--- config.mk ---
export PLATFORM = sky130hd
export DESIGN_NAME = rr_stream_arbiter
export DESIGN_NICKNAME = d
export VERILOG_FILES = /design/src/rtl/arb_pkg.sv /design/src/rtl/rr_pick.sv /design/src/rtl/rr_stream_arbiter.sv
export SDC_FILE = /design/constraint.sdc
export NUM_CORES = 1
export LEC_CHECK = 0
export BUFFER_PORTS_ARGS = -buffer_cell sky130_fd_sc_hd__buf_2
export CORE_ASPECT_RATIO = 1.2
export CORE_UTILIZATION = 41
export CTS_CLUSTER_SIZE = 24
export DETAILED_ROUTE_END_ITERATION = 8
export MAX_ROUTING_LAYER = met4
export PLACE_DENSITY = 0.75
export SYNTH_ARGS = -nofsm -noshare
export SYNTH_HDL_FRONTEND = slang
export SYNTH_SLANG_ARGS = --single-unit
export TNS_END_PERCENT = 30
--- constraint.sdc ---
create_clock -name clk -period 2.4 [get_ports clk]
set_input_delay 0.24 -clock clk [delete_from_list [all_inputs] [get_ports clk]]
set_output_delay 0.24 -clock clk [all_outputs]
set_load 0.005 [all_outputs]
--- src/rtl/arb_pkg.sv ---
// Shared constants and state encoding for the round-robin stream arbiter.
package arb_pkg;

  localparam int DEF_DATA_WIDTH = 8;
  localparam int DEF_N_SRC      = 4;
  localparam int DEF_BURST_LEN  = 4;
  localparam int BEAT_CNT_W     = 8;

  typedef enum logic {
    IDLE  = 1'b0,
    GRANT = 1'b1
  } arb_state_t;

  // Index after idx, wrapping from n-1 back to 0.
  function automatic int unsigned wrap_next(input int unsigned idx, input int unsigned n);
    return (idx + 1 >= n) ? 0 : idx + 1;
  endfunction

endpackage

--- src/rtl/rr_pick.sv ---
// Round-robin selector: first asserted request scanning ptr, ptr+1, ... mod N_SRC.
module rr_pick #(
  parameter int N_SRC = 4,
  parameter int IDX_W = $clog2(N_SRC)
) (
  input  logic [N_SRC-1:0] req,
  input  logic [IDX_W-1:0] ptr,
  output logic             found,
  output logic [IDX_W-1:0] idx
);

  localparam int SUM_W = IDX_W + 1;

  logic [IDX_W-1:0] cand [N_SRC];
  logic [N_SRC-1:0] rot_req;

  // rot_req[gi] is the request sitting gi positions after ptr.
  generate
    for (genvar gi = 0; gi < N_SRC; gi++) begin : g_rot
      logic [SUM_W-1:0] sum;
      assign sum         = {1'b0, ptr} + SUM_W'(gi);
      assign cand[gi]    = (sum >= SUM_W'(N_SRC)) ? IDX_W'(sum - SUM_W'(N_SRC))
                                                  : sum[IDX_W-1:0];
      assign rot_req[gi] = req[cand[gi]];
    end
  endgenerate

  always_comb begin
    found = |rot_req;
    idx   = '0;
    for (int i = N_SRC - 1; i >= 0; i--) begin
      if (rot_req[i]) idx = cand[i];
    end
  end

endmodule

--- src/rtl/rr_stream_arbiter.sv ---
// Merges N_SRC valid/ready streams into one, granting bursts of up to BURST_LEN
// beats per source in round-robin order.
module rr_stream_arbiter
  import arb_pkg::*;
#(
  parameter int DATA_WIDTH = DEF_DATA_WIDTH,
  parameter int N_SRC      = DEF_N_SRC,
  parameter int BURST_LEN  = DEF_BURST_LEN
) (
  input  logic                        clk,
  input  logic                        rst_n,
  input  logic [N_SRC*DATA_WIDTH-1:0] in_data,
  input  logic [N_SRC-1:0]            in_valid,
  output logic [N_SRC-1:0]            in_ready,
  output logic [DATA_WIDTH-1:0]       out_data,
  output logic                        out_valid,
  input  logic                        out_ready,
  output logic [$clog2(N_SRC)-1:0]    out_src,
  output logic                        busy
);

  localparam int IDX_W = $clog2(N_SRC);
  localparam logic [BEAT_CNT_W-1:0] LAST_BEAT = BEAT_CNT_W'(BURST_LEN - 1);

  arb_state_t             state_reg;
  logic [IDX_W-1:0]       grant_reg;
  logic [IDX_W-1:0]       rr_ptr_reg;
  logic [BEAT_CNT_W-1:0]  beat_cnt_reg;

  logic [DATA_WIDTH-1:0]  src_data [N_SRC];
  logic                   pick_found;
  logic [IDX_W-1:0]       pick_idx;
  logic [IDX_W-1:0]       rr_ptr_next;
  logic                   slot_free;
  logic                   grant_valid;
  logic                   accept;

  generate
    for (genvar gi = 0; gi < N_SRC; gi++) begin : g_src
      assign src_data[gi] = in_data[gi*DATA_WIDTH +: DATA_WIDTH];
      assign in_ready[gi] = (state_reg == GRANT) && (grant_reg == IDX_W'(gi)) && slot_free;
    end
  endgenerate

  rr_pick #(
    .N_SRC (N_SRC),
    .IDX_W (IDX_W)
  ) u_pick (
    .req   (in_valid),
    .ptr   (rr_ptr_reg),
    .found (pick_found),
    .idx   (pick_idx)
  );

  // The output register can take a new beat when empty or draining this cycle.
  assign slot_free   = !out_valid || out_ready;
  assign grant_valid = in_valid[grant_reg];
  assign accept      = (state_reg == GRANT) && grant_valid && slot_free;
  assign rr_ptr_next = IDX_W'(wrap_next(32'(grant_reg), 32'(N_SRC)));
  assign busy        = (state_reg == GRANT);

  always_ff @(posedge clk or negedge rst_n) begin
    if (!rst_n) begin
      state_reg    <= IDLE;
      grant_reg    <= '0;
      rr_ptr_reg   <= '0;
      beat_cnt_reg <= '0;
      out_valid    <= 1'b0;
      out_data     <= '0;
      out_src      <= '0;
    end else begin
      case (state_reg)
        IDLE: begin
          if (out_valid && out_ready) out_valid <= 1'b0;
          if (pick_found) begin
            grant_reg    <= pick_idx;
            beat_cnt_reg <= '0;
            state_reg    <= GRANT;
          end
        end
        GRANT: begin
          if (accept) begin
            out_data     <= src_data[grant_reg];
            out_src      <= grant_reg;
            out_valid    <= 1'b1;
            beat_cnt_reg <= beat_cnt_reg + 1'b1;
            if (beat_cnt_reg == LAST_BEAT) begin
              state_reg  <= IDLE;
              rr_ptr_reg <= rr_ptr_next;
            end
          end else begin
            if (out_valid && out_ready) out_valid <= 1'b0;
            // A source that drops valid forfeits the rest of its burst.
            if (!grant_valid) begin
              state_reg  <= IDLE;
              rr_ptr_reg <= rr_ptr_next;
            end
          end
        end
        default: state_reg <= IDLE;
      endcase
    end
  end

endmodule

==> impl_metrics.csv <==
group,metric,value,unit
critical_path,path_cells,"mux4_2 > and3_1 > mux2_2",
floorplanning,die_area,3720,um^2
sta,finClkSkew,0.00210,ns
critical_path,critPathLaunchType,"flop",
cells_and_area,final-seq-area,601,um^2
clock_tree,clockBufferDepth,2,
logic_synthesis,yosys.area.top_type,"dfrtp_1",
logic_synthesis,synth_compound_area_frac,0.0887,
critical_path,critical_path_required,2.56,ns
routing,firstDrtPassIters,4,
critical_path,rrSetupSlack,0.59,ns
critical_path,worstReg2RegStart,"grant_reg[1]",
logic_synthesis,synth_cell_types,31,
floorplanning,core,3340,um^2
global_route,grt_pass1_vias,1363,
logic_synthesis,synth-seq-area-share,0.421,
sta,max_freq,0.554,GHz
cells_and_area,areaGrowthSynthToFinish,26.0,%
critical_path,reg2reg_to,"out_data[3]",
clock_tree,ctsHtreeMaxLevel,1,
logic_synthesis,synthSimpleGateAreaFrac,0.162,
sta,slew_viol_final,0,
sta,setup_viol,0,
placement,placed_cell_area,1730,um^2
routing,drt_iter0_drc,40,
critical_path,crit_cells,3,
pwr,power.leakage,0.873,nW
critical_path,crit_buf_inv,0,
critical_path,reg2reg_depth,3,
critical_path,slowest_stage,"and3_1",
critical_path,crit_family,"multiplexers",
cells_and_area,num_antenna_cells,0,
logic_synthesis,ys.warnings.count,0,
logic_synthesis,synth_fp_nets,169,
clock_tree,cts_sinks,24,
run,drv_cap,0,
sta,period_share,0.752,
logic_synthesis,synth_top_area_frac,0.421,
floorplanning,initial_core_util,0.427,
placement,dp.cells,212,
logic_synthesis,synthTopCellsByArea,"dfrtp_1 (42%), mux4_2 (14%), mux2_2 (9.5%), ha_1 (4.4%), nand2_1 (3.4%)",
sta,fin_ws,0.594,ns
logic_synthesis,muxShareOfSynthArea,0.258,
pwr,power,1.95,mW
global_route,grt_pass1_wl,5920,um
logic_synthesis,synth-edff-count,0,
critical_path,path_class,"flop to flop",
placement,place_congestion,0.906,
cells_and_area,multi_input_area,787,um^2
logic_synthesis,synth.avg_cell_area,11.4,um^2
logic_synthesis,synth_top_flop_cell,"dfrtp_1",
logic_synthesis,synth_most_common_cell,"dfrtp_1",
logic_synthesis,synth-seq-cells,24,
logic_synthesis,async_flop_share,1.00,
clock_tree,cts_buffers,3,
routing,route.vias.total,1274,
placement,dp_slack,0.618,ns
logic_synthesis,synthAdderAreaFrac,0.0439,
clock_tree,insertion_delay,0.27,ns
global_route,globalRouteOverflowTotal,0,
logic_synthesis,synth_xor_area_frac,0,
sta,fin_hold_ws,0.362,ns
routing,drt-wirelength-per-cell,16.1,um
critical_path,endpoint,"out_data[3]",
cells_and_area,drive_gt1_frac,0.472,
clock_tree,clockRootBuffer,"clkbuf_8",
cells_and_area,fillers,314,
placement,place.detailed.hpwl,2660,um
placement,io_buffers,54,
pwr,powerDensity,1090,nW/um^2
logic_synthesis,yosys-top-cells-count,"dfrtp_1 (24), nand2_1 (13), mux2_2 (12), mux4_2 (9)",
floorplanning,ioPinCount,55,
clock_tree,post_cts_resized,0,
floorplanning,num_rows,23,
run_status,outcome,"complete, no violations",
sta,hold_viol,0,
logic_synthesis,syn_area,1430,um^2
cells_and_area,nNetsFinal,225,
critical_path,cp-startpoint,"grant_reg[1]",
clock_tree,cts_setup_buffers,0,
floorplanning,die_h,66.6,um
logic_synthesis,synthCells,125,
global_route,antenna_found_initial,0,
global_route,grt_max_degree,25,
sta,worst_pin_slew,0.556,ns
routing,drc,0,
min_path,hp-start,"in_valid[1]",
critical_path,cp_max_fo,11,
logic_synthesis,synth_top_family_by_area,"multiplexers",
sta,max_slew_margin,0.629,
sta,period_needed,1.81,ns
clock_tree,clkTransAtPathRegs,0.09,ns
floorplanning,fp.dieW,55.8,um
clock_tree,postCtsHoldBufs,1,
sta,rsz0062_at_grt,"false",
cells_and_area,design_area,1800,um^2
cells_and_area,layout.cells.non_filler,217,
sta,finalSetupTns,0,ns
critical_path,endpoint_kind,"flop",
critical_path,crit_arrival,1.96,ns
critical_path,critical-path-max-stage-delay,0.48,ns
routing,wl,3490,um
routing,viasPerCell,5.87,
clock_tree,cts_tree,"done",
global_route,grt.total_usage,0.212,
pwr,peakVddDrop,0.694,mV
cells_and_area,utilization,0.538,
routing,postRouteAntennaNets,0,
min_path,min_path_type,"primary input to flop",
==> layout make-up <==
cell class                      instances  area share
Clock buffer                            4      0.0307
Tap cell                               37      0.0258
Sequential cell                        24       0.334
Timing Repair Buffer                   57       0.164
Inverter                                3     0.00627
Multi-Input combinational cell         92       0.438
==> report_power, final <==
group | internal [mW] | switching [mW]
logic | 0.519 | 0.448
registers | 0.562 | 0.142
clock network | 0.147 | 0.136
total | 1.23 | 0.726
==> worst reg2reg max path, stage by stage (launching register included) <==
cell and delay, ns:
dfrtp_1 0.41, mux4_2 0.40, and3_1 0.48, mux2_2 0.41
==> cell usage in the layout (no fill, tap or decap), drive strengths merged, types with 2 or more instances in the layout <==
master	instances
buf	56
dfrtp	24
nand2	13
mux2	12
mux4	9
and3	6
o21ai	6
a21oi	6
nand3	5
ha	5
nor2	4
clkbuf	4
inv	3
mux2i	3
nand4	3
nand2b	2
a31o	2
or3	2
o31ai	2
or4	2
==> how the worst min path moves through the flow <==
stage | end | slack (ns) | cells after the start
finish | grant_reg[1] | 0.36 | 4
global route | grant_reg[1] | 0.40 | 3
CTS | grant_reg[1] | 0.36 | 4
detailed placement | beat_cnt_reg[5] | 0.27 | 1
global placement | grant_reg[0] | 0.25 | 1
floorplan | beat_cnt_reg[0] | -0.06 | 0
==> cell families (layout without fill, tap and decap cells) <==
logic type      count (synthesis)  in the layout
compound gates                 20             20
fa+ha+maj                       5              5
buf+inv                         9             64
flops                          24             24
mux                            24             24
simple gates                   43             43
==> per-layer routing <==
metal | vias up | share of wire | track usage
met2 | 44 | 0.55 | 0.416
met4 | 0 | 0.022 | 0.0854
li1 | 581 | - | -
met5 | - | 0 | -
met1 | 640 | 0.39 | 0.214
met3 | 9 | 0.039 | 0.0272
Note: power is estimated with default switching activity, not from simulation.
